`src/rtl/vga_pkg.sv`:
```
// Shared definitions for the VGA pattern path: display modes, palette and
// the 640x480 timing constants also used by the timing controller.
package vga_pkg;

  typedef enum logic [1:0] {
    BARS    = 2'd0,
    CHECKER = 2'd1,
    BOX     = 2'd2
  } mode_e;

  // 4:4:4 palette, {R,G,B}
  localparam logic [11:0] COL_WHITE   = 12'hFFF;
  localparam logic [11:0] COL_YELLOW  = 12'hFF0;
  localparam logic [11:0] COL_CYAN    = 12'h0FF;
  localparam logic [11:0] COL_GREEN   = 12'h0F0;
  localparam logic [11:0] COL_MAGENTA = 12'hF0F;
  localparam logic [11:0] COL_RED     = 12'hF00;
  localparam logic [11:0] COL_BLUE    = 12'h00F;
  localparam logic [11:0] COL_BLACK   = 12'h000;
  localparam logic [11:0] COL_NAVY    = 12'h002;

  // 640x480 @ 60 Hz timing, 800 x 521 total
  localparam int VGA_H_SYNC      = 96;
  localparam int VGA_H_BP        = 48;
  localparam int VGA_H_ACT       = 640;
  localparam int VGA_H_TOTAL     = 800;
  localparam int VGA_V_SYNC      = 2;
  localparam int VGA_V_BP        = 29;
  localparam int VGA_V_ACT       = 480;
  localparam int VGA_V_TOTAL     = 521;
  localparam int VGA_H_ACT_START = VGA_H_SYNC + VGA_H_BP;
  localparam int VGA_V_ACT_START = VGA_V_SYNC + VGA_V_BP;

  // Colour of one of the eight vertical bars, left to right
  function automatic logic [11:0] bar_colour(input logic [2:0] bar);
    case (bar)
      3'd0:    return COL_WHITE;
      3'd1:    return COL_YELLOW;
      3'd2:    return COL_CYAN;
      3'd3:    return COL_GREEN;
      3'd4:    return COL_MAGENTA;
      3'd5:    return COL_RED;
      3'd6:    return COL_BLUE;
      default: return COL_BLACK;
    endcase
  endfunction

endpackage

```
`src/rtl/btn_debounce.sv`:
```
// Push-button conditioner: 2-flop synchroniser, stability counter and a
// one-clk pulse when the debounced level rises.
module btn_debounce #(
  parameter int CYCLES = 1000000
) (
  input  logic clk_i,
  input  logic rst_i,
  input  logic btn_i,
  output logic rise_o
);

  localparam int CW = $clog2(CYCLES + 1);
  localparam logic [CW-1:0] CNT_LAST = CW'(CYCLES - 1);

  logic [1:0]    sync_q;
  logic          level_q, level_d;
  logic [CW-1:0] cnt_q, cnt_d;

  // Synchroniser, debounced level and stability counter registers
  always_ff @(posedge clk_i) begin
    if (rst_i) begin
      sync_q  <= 2'b00;
      level_q <= 1'b0;
      cnt_q   <= '0;
    end else begin
      sync_q  <= {sync_q[0], btn_i};
      level_q <= level_d;
      cnt_q   <= cnt_d;
    end
  end

  // Count consecutive clks of disagreement; flip the level on the last one
  always_comb begin
    level_d = level_q;
    cnt_d   = '0;
    rise_o  = 1'b0;
    if (sync_q[1] != level_q) begin
      if (cnt_q == CNT_LAST) begin
        level_d = ~level_q;
        cnt_d   = '0;
        rise_o  = ~level_q;
      end else begin
        cnt_d = cnt_q + CW'(1);
      end
    end else begin
      cnt_d = '0;
    end
  end

endmodule

```
`src/rtl/vga_pattern_gen.sv`:
```
// Test-pattern source: two-stage pixel pipeline (counters -> RGB) with
// delay-matched syncs, a frame-synchronous mode FSM and a bouncing box.
module vga_pattern_gen
  import vga_pkg::*;
#(
  parameter int H_ACT_START     = VGA_H_ACT_START,
  parameter int V_ACT_START     = VGA_V_ACT_START,
  parameter int H_ACT           = VGA_H_ACT,
  parameter int V_ACT           = VGA_V_ACT,
  parameter int BOX_SIZE        = 32,
  parameter int BOX_STEP        = 2,
  parameter int DEBOUNCE_CYCLES = 1000000
) (
  input  logic       clk,
  input  logic       rst,
  input  logic       pix_en,
  input  logic [9:0] hcount,
  input  logic [9:0] vcount,
  input  logic       hsync_in,
  input  logic       vsync_in,
  input  logic       mode_btn,
  output logic       hsync,
  output logic       vsync,
  output logic [3:0] red,
  output logic [3:0] green,
  output logic [3:0] blue,
  output logic [1:0] mode
);

  // One axis of box motion: returns {negative_dir, new_position}, clamped
  function automatic logic [10:0] box_next(input logic [9:0] pos, input logic neg,
                                           input int lim);
    logic signed [10:0] n;
    n = neg ? ($signed({1'b0, pos}) - $signed(11'(BOX_STEP)))
            : ($signed({1'b0, pos}) + $signed(11'(BOX_STEP)));
    if (n >= $signed(11'(lim))) begin
      return {1'b1, 10'(lim)};
    end else if (n < 11'sd0) begin
      return {1'b0, 10'd0};
    end else begin
      return {neg, n[9:0]};
    end
  endfunction

  logic        btn_rise;
  logic        frame_evt;
  logic        vs_prev_q;
  logic        act1_q, act1_d;
  logic [9:0]  x1_q, y1_q;
  logic        hs1_q, vs1_q;
  logic [11:0] rgb_q, rgb_d;
  logic        hs2_q, vs2_q;
  mode_e       mode_q, mode_d;
  logic        pending_q, pending_d;
  logic [9:0]  bx_q, by_q, bx_d, by_d;
  logic        dx_q, dy_q, dx_d, dy_d;
  logic        in_box;

  btn_debounce #(.CYCLES(DEBOUNCE_CYCLES)) u_btn (
    .clk_i  (clk),
    .rst_i  (rst),
    .btn_i  (mode_btn),
    .rise_o (btn_rise)
  );

  assign frame_evt = pix_en && vs_prev_q && !vsync_in;

  // Active-region decode for the counters entering stage 1
  always_comb begin
    act1_d = (hcount >= 10'(H_ACT_START)) && (hcount < 10'(H_ACT_START + H_ACT)) &&
             (vcount >= 10'(V_ACT_START)) && (vcount < 10'(V_ACT_START + V_ACT));
  end

  // Pixel colour from stage-1 coordinates and the current mode
  always_comb begin
    in_box = ({1'b0, x1_q} >= {1'b0, bx_q}) && ({1'b0, x1_q} < ({1'b0, bx_q} + 11'(BOX_SIZE))) &&
             ({1'b0, y1_q} >= {1'b0, by_q}) && ({1'b0, y1_q} < ({1'b0, by_q} + 11'(BOX_SIZE)));
    rgb_d  = COL_BLACK;
    if (act1_q) begin
      case (mode_q)
        BARS:    rgb_d = bar_colour(3'(x1_q / 10'd80));
        CHECKER: rgb_d = (x1_q[5] ^ y1_q[5]) ? COL_WHITE : COL_BLACK;
        BOX:     rgb_d = in_box ? COL_RED : COL_NAVY;
        default: rgb_d = COL_BLACK;
      endcase
    end else begin
      rgb_d = COL_BLACK;
    end
  end

  // Mode FSM and pending flag: consume at frame event, then re-arm on a press
  always_comb begin
    mode_d    = mode_q;
    pending_d = pending_q;
    if (frame_evt) begin
      case (mode_q)
        BARS:    mode_d = pending_q ? CHECKER : BARS;
        CHECKER: mode_d = pending_q ? BOX : CHECKER;
        BOX:     mode_d = pending_q ? BARS : BOX;
        default: mode_d = BARS;
      endcase
      pending_d = 1'b0;
    end else begin
      pending_d = pending_q;
    end
    if (btn_rise) begin
      pending_d = 1'b1;
    end else begin
      pending_d = pending_d;
    end
  end

  // Box position/direction, stepped once per frame regardless of mode
  always_comb begin
    bx_d = bx_q;
    by_d = by_q;
    dx_d = dx_q;
    dy_d = dy_q;
    if (frame_evt) begin
      {dx_d, bx_d} = box_next(bx_q, dx_q, H_ACT - BOX_SIZE);
      {dy_d, by_d} = box_next(by_q, dy_q, V_ACT - BOX_SIZE);
    end else begin
      bx_d = bx_q;
      by_d = by_q;
    end
  end

  // Pipeline, frame-edge detector, mode and box state
  always_ff @(posedge clk) begin
    if (rst) begin
      vs_prev_q <= 1'b1;
      act1_q    <= 1'b0;
      x1_q      <= 10'd0;
      y1_q      <= 10'd0;
      hs1_q     <= 1'b1;
      vs1_q     <= 1'b1;
      rgb_q     <= 12'h000;
      hs2_q     <= 1'b1;
      vs2_q     <= 1'b1;
      mode_q    <= BARS;
      pending_q <= 1'b0;
      bx_q      <= 10'd0;
      by_q      <= 10'd0;
      dx_q      <= 1'b0;
      dy_q      <= 1'b0;
    end else begin
      pending_q <= pending_d;
      if (pix_en) begin
        vs_prev_q <= vsync_in;
        act1_q    <= act1_d;
        x1_q      <= hcount - 10'(H_ACT_START);
        y1_q      <= vcount - 10'(V_ACT_START);
        hs1_q     <= hsync_in;
        vs1_q     <= vsync_in;
        rgb_q     <= rgb_d;
        hs2_q     <= hs1_q;
        vs2_q     <= vs1_q;
        mode_q    <= mode_d;
        bx_q      <= bx_d;
        by_q      <= by_d;
        dx_q      <= dx_d;
        dy_q      <= dy_d;
      end
    end
  end

  assign red   = rgb_q[11:8];
  assign green = rgb_q[7:4];
  assign blue  = rgb_q[3:0];
  assign hsync = hs2_q;
  assign vsync = vs2_q;
  assign mode  = mode_q;

endmodule

```
`config.mk`:
```
export PLATFORM = sky130hd
export DESIGN_NAME = vga_pattern_gen
export DESIGN_NICKNAME = d
export VERILOG_FILES = /design/src/rtl/vga_pkg.sv /design/src/rtl/btn_debounce.sv /design/src/rtl/vga_pattern_gen.sv
export SDC_FILE = /design/constraint.sdc
export NUM_CORES = 1
export LEC_CHECK = 0
export BUFFER_PORTS_ARGS = -buffer_cell sky130_fd_sc_hd__buf_2
export CAP_MARGIN = 20
export CELL_PAD_IN_SITES_DETAIL_PLACEMENT = 0
export CELL_PAD_IN_SITES_GLOBAL_PLACEMENT = 2
export CORE_ASPECT_RATIO = 1.4
export CORE_MARGIN = 5
export CORE_UTILIZATION = 33
export DETAILED_ROUTE_END_ITERATION = 16
export GPL_TIMING_DRIVEN = 0
export PLACE_DENSITY = 0.78
export RECOVER_POWER = 100
export SKIP_CTS_REPAIR_TIMING = 1
export SLEW_MARGIN = 20
export SYNTH_ARGS = -nofsm -noshare
export SYNTH_HDL_FRONTEND = slang
export SYNTH_HIERARCHICAL = 1
export SYNTH_SLANG_ARGS = --single-unit
```
`constraint.sdc`:
```
create_clock -name clk -period 2.3 [get_ports clk]
set_input_delay 0.46 -clock clk [delete_from_list [all_inputs] [get_ports clk]]
set_output_delay 0.46 -clock clk [all_outputs]
set_load 0.01 [all_outputs]
```
# After elaboration in Yosys (flattened, before gate mapping)
# Index checks and enable logic that the tools add are counted.
dict set report word_totals {
  out_inout_bits 16
  reg_bits 85
  wordCells 90
  in_bits 26
}
dict set report classes {
  add_sub_neg 9
  n_bitwise 3
  order_cmp 12
  n_reduce_logical 19
  n_mux 19
  n_div 1
  eq_ne 10
}
# op n
set op_table {}
lappend op_table {{12-bit case mux with 7 select lines} 1}
lappend op_table {{11-bit two-way mux} 6}
lappend op_table {{12-bit two-way mux} 3}
lappend op_table {{12-bit case mux with 3 select lines} 1}
lappend op_table {{10-bit by 2-bit adder with 11-bit output, second input constant} 2}
lappend op_table {{10-bit by 6-bit adder with 11-bit output, second input constant} 2}
lappend op_table {{10-bit by 11-bit < comparator with 1-bit output} 2}
lappend op_table {{11-bit by 1-bit < comparator with 1-bit output, second input constant} 2}
lappend op_table {{10-bit by 2-bit subtractor with 11-bit output, second input constant} 2}
lappend op_table {{20-bit by 1-bit adder with 20-bit output, second input constant} 1}
lappend op_table {{20-bit equality test, second input constant} 1}
lappend op_table {{10-bit >= comparator} 2}
lappend op_table {{11-bit by 10-bit >= comparator with 1-bit output, second input constant} 1}
lappend op_table {{11-bit >= comparator, second input constant} 1}
lappend op_table {{10-bit by 7-bit divider with 10-bit output, second input constant} 1}
lappend op_table {{10-bit by 5-bit >= comparator with 1-bit output, second input constant} 1}
lappend op_table {{10-bit by 8-bit >= comparator with 1-bit output, second input constant} 1}
lappend op_table {{10-bit < comparator, second input constant} 1}
lappend op_table {{10-bit by 9-bit < comparator with 1-bit output, second input constant} 1}
lappend op_table {{10-bit by 5-bit subtractor with 10-bit output, second input constant} 1}
lappend op_table {{10-bit by 8-bit subtractor with 10-bit output, second input constant} 1}
lappend op_table {{3-bit equality test, second input constant} 3}
lappend op_table {{1-bit logical AND} 8}
lappend op_table {{3-bit by 2-bit equality test with 1-bit output, second input constant} 2}
lappend op_table {{16 further kinds} 26}

# Depth between registers and ports, before layout
dict set report logic_depth {
  word_depth 8
  depth_mapped 9
  mapped_depth_nobuf 9
}

# Hierarchy
# The synthesis kept the hierarchy.
# mod cells_each area_each_um2 seq_area_each_um2 n_inst
set by_module_without_submodules {}
lappend by_module_without_submodules {vga_pattern_gen 484 4026.4 1001.0 1}
lappend by_module_without_submodules {btn_debounce 120 1061.0 460.4 1}

# Worst setup path before layout
# No wires, ideal clock.
dict set report synth_timing {
  path_kind {flip-flop to flip-flop}
  startpoint {reg dy_q}
  endpoint {reg dy_q}
  n_path_buf 0
  required_ns 2.185
  setup_slack_ns -0.009
  setup_time_ns 0.115
  period_less_slack_ns 2.309
  stages_incl_launch_ff 9
  arrival_time_ns 2.194
  cell_sequence {dfxtp_1 -> ha_1 -> a211oi_1 -> nor3_1 -> o21a_1 -> or3_1 -> a32oi_2 -> nor2_1 -> o21ba_2}
}
dict set report synth_via {
  elab_chain_cells 4
  elab_cells_between_ends 6
  cone_classes {order compare: 2; mux: 2; reduce/logical: 2}
}
# item line_no
set synth_lines {}
lappend synth_lines {{start: declaration} vga_pattern_gen.sv:56} ;# logic dx_q, dy_q, dx_d, dy_d;
lappend synth_lines {{start signal: assignment} vga_pattern_gen.sv:162} ;# dy_q <= dy_d;
lappend synth_lines {{11-bit two-way mux *} vga_pattern_gen.sv:34} ;# n = neg ? ($signed({1'b0, pos}) - $signed(11'(BOX_STEP)))
lappend synth_lines {{11-bit by 10-bit >= comparator with 1-bit output / 11-bit by 1-bit < comparator with 1-bit output (equally long branches)} {vga_pattern_gen.sv:36, vga_pattern_gen.sv:38}}
lappend synth_lines {{2-bit nonzero test (no source line)} n/a}
lappend synth_lines {{3-bit AND reduction (no source line)} n/a}
# Mark *: on every way between the ends. The rest lies on a longest branch, timed or not.
# A chain may end at the register's enable or synchronous reset.

# Final worst setup path
dict set report layout_timing {
  startpoint {reg dx_q}
  endpoint {reg bx_q[8]}
}
dict set report layout_via {
  elab_chain_cells 4
  elab_cells_between_ends 5
  cone_classes {order compare: 2; mux: 3}
}
# item line_no
set layout_lines {}
lappend layout_lines {{start: declaration} vga_pattern_gen.sv:56}
lappend layout_lines {{start signal: assignment} vga_pattern_gen.sv:144} ;# dx_q <= 1'b0;
lappend layout_lines {{start signal: assignment} vga_pattern_gen.sv:161} ;# dx_q <= dx_d;
lappend layout_lines {{11-bit two-way mux *} vga_pattern_gen.sv:34}
lappend layout_lines {{11-bit by 1-bit < comparator with 1-bit output} vga_pattern_gen.sv:38} ;# end else if (n < 11'sd0) begin
lappend layout_lines {{11-bit two-way mux} vga_pattern_gen.sv:38}
lappend layout_lines {{11-bit two-way mux *} vga_pattern_gen.sv:36} ;# if (n >= $signed(11'(lim))) begin
lappend layout_lines {{end signal: assignment} vga_pattern_gen.sv:142} ;# bx_q <= 10'd0;
lappend layout_lines {{end signal: assignment} vga_pattern_gen.sv:159} ;# bx_q <= bx_d;
lappend layout_lines {{end: declaration} vga_pattern_gen.sv:55} ;# logic [9:0] bx_q, by_q, bx_d, by_d;
# Mark *: on every way between the ends. The rest lies on a longest branch, timed or not. The select of a mux whose other input is x is not followed.

==> reports/results.ini <==
[power_and_ir_drop]
netSwitchingPower_w=0.000860
p_int_w=0.00237
ir_worst_vdd_v=0.000255
power_frac_comb=0.138
p_clk_frac=0.444
switching_share=0.266
power_leakage_nw=2.37
seqPwrFrac=0.418
power.density_nw_per_um2=533

[layout]
nNetsFinal=740
fin_cells=859
fillCellCount=1531
syn2layout_area_growth_pct=19.3
final_common_cell=dfxtp_1
layout-drive-gt1-share=0.180
final_cell_mix=dfxtp_1 (63), nor2_1 (55), ha_1 (43)
diodes=0

[synth]
ys_seq_elements=73
synth-simple-area-share=0.215
synth_top_area_frac=0.287
synth.largest_area_cell=dfxtp_1
synth_edf_count=0
netlist_instances=604
synthMuxAreaShare=0.0226
synth_nets=682
synth-xor-area-share=0.0775
ys_async_sr_fraction=0
synthTopCellsByArea=dfxtp_1 (29%), ha_1 (12%), xnor2_1 (5.9%)
synth_area_um2=5090
synth_ff_type=dfxtp_1
yosysSeqAreaShare=0.287
ys_warn_count=6
synth_cell_types=76
synth-compound-area-share=0.217
yosys.area_share.adder=0.131
synth_area_per_cell_um2=8.42
synth_top_family_by_area=compound AO/OA/AOI/OAI gates

[hold_path]
hold_start=hsync_in
min_path_type=in -> reg

[die]
start_util=0.338
core-area_um2=15100
floorplan.rows=53
die_h_um=157
dieArea_um2=18000
die_width_um=115
num_io_pins=42

[worst_setup_path]
path_class=reg -> reg
crit_path_max_incr_delay_ns=0.41
slowest_stage=dfxtp_4
crit_arrival_ns=2.57
cp-startpoint=dx_q$_SDFFE_PP0P_
required_ns=2.53
start_kind=flop
worstPathCellList=ha_2 > a21o_1 > a211oi_2 > a21boi_2 > o2111a_1 > a311oi_2 > nor2_1 > a22o_1
path_max_fanout=10
cp_num_buf_inv=0
critPathTopFamily=compound AO/OA/AOI/OAI gates
worstReg2RegStart=dx_q$_SDFFE_PP0P_
worstSetupEndpointType=flop

[drt]
routedWlPerCell_um=15.8
totalWireLength_um=13500
ant_nets=0
via_count=4539
drt_iter0_drc=147
viasPerCell=5.28
drt_pass1_iterations=5
post-route-drc-count=0

[global_route]
grt_max_degree=14
grt_pass1_vias=4410
grtUsageTotal=0.152
antenna_found_initial=1
grt_overflow=0
grt_pass1_wl_um=21900

[clock_tree]
cts_sinks=73
cts_buffer_depth=2
root_buffer=clkbuf_16
cts_buffers=9
clock_latency_ns=0.34
htreeDepth=3
cts.clk_slew.worst_paths_ns=0.06
cts_tree=built

[timing]
final.setup.tns_ns=-0.139
clock.fmax_mhz=428
finalSetupViolCount=6
worstMarginPinSlew_ns=0.687
final_hold_viol_count=0
holdWs_ns=0.335
finalClockSkew_ns=0.00687
layout_setup_ws_ns=-0.0385
min_period_ns=2.34
rsz0062_at_grt=yes
min_period_over_period=1.02
slew_headroom=0.542
final-max-slew-violation-count=0

[run]
drv_cap=0

[status]
violations=negative setup slack
status=finished, violations left

[place]
hpwl_um=10600
pre_cts_ws_ns=-0.515
place_congestion=0.843
dp.cells=837
io_buffers=41

cells by family after synthesis:
logic type,count (synthesis)
buffers and inverters,58
xor gates and xnor gates,45
and+or+nand+nor,209
DFF,73
muxes,11
AOI/OAI and AO/OA,156
adders and majority gates,52
stage by stage:
| step | total power (W) | utilization | cell area, µm² |
|---|---|---|---|
| floorplan | 0.00166 | - | 5090 |
| global placement | 0.00180 | 0.368 | 5530 |
| detailed placement | 0.00181 | 0.368 | 5530 |
| CTS | 0.00326 | 0.388 | 5840 |
| global route | 0.00340 | 0.403 | 6070 |
| finish | 0.00323 | 0.403 | 6070 |
power by group through the flow:
stage                     combinational (W)  clock (W)  sequential, W
after floorplan                    0.000295          0        0.00137
after global placement             0.000418          0        0.00138
after detailed placement           0.000425          0        0.00138
after CTS                          0.000427    0.00148        0.00135
after global routing               0.000507    0.00154        0.00136
final                              0.000447    0.00144        0.00135
area by class of cell:
| type | count | area, µm² | area share |
|---|---|---|---|
| Buffer | 29 | 146 | 0.0241 |
| Clock buffer | 10 | 239 | 0.0394 |
| Clock inverter | 6 | 66.3 | 0.0109 |
| Inverter | 29 | 109 | 0.0179 |
| Multi-Input combinational cell | 473 | 3550 | 0.585 |
| Sequential cell | 73 | 1480 | 0.244 |
| Tap cell | 192 | 240 | 0.0396 |
| Timing Repair Buffer | 47 | 235 | 0.0387 |
worst paths after layout:
path,to,depth (start not counted),slack (ns)
worst max-delay path,bx_q[8]$_SDFFE_PP0P_,8,-0.04
worst min-delay path,hs1_q$_SDFFE_PP1P_,2,0.34
worst min register to register,u_btn/sync_q[1]$_SDFF_PP0_,1,0.44
worst max register to register,bx_q[8]$_SDFFE_PP0P_,8,-0.04
cell usage after synthesis (all sizes together) (3+ instances only):
master	number
or2	4
o211ai	3
nand2	38
and2	3
a211o	4
nor3	15
a32oi	3
a32o	4
a211oi	16
nand4b	3
inv	29
or4	5
nor2	56
nor3b	5
nand2b	3
and3	8
o31ai	5
nand3	21
clkbuf	14
a21oi	29
o21ai	36
o21a	12
nor4	4
xnor2	34
a311oi	3
or3	9
dfxtp	73
nor2b	17
ha	50
nand4	11
o21bai	3
xor2	11
a21o	9
a22o	5
mux2i	10
buf	15
a31oi	3
state kept, by name, summed over array words and instances (netlist names), 2 cells and up:
signal,count
mode,2
y1_q,9
rgb_q,4
bx_q,9
by_q,9
u_btn/cnt_q,20
u_btn/sync_q,2
x1_q,9
routing by layer:
metal	vias to the layer above	wire (µm)	share of wire	global-route usage
met4	2	142	0.010	0.0475
met5	-	7	0.00052	0
met3	13	503	0.037	0.0331
met2	64	7420	0.55	0.292
met1	2147	5460	0.40	0.162
li1	2313	-	-	-
No activity file was read; power rests on OpenSTA's default activity.
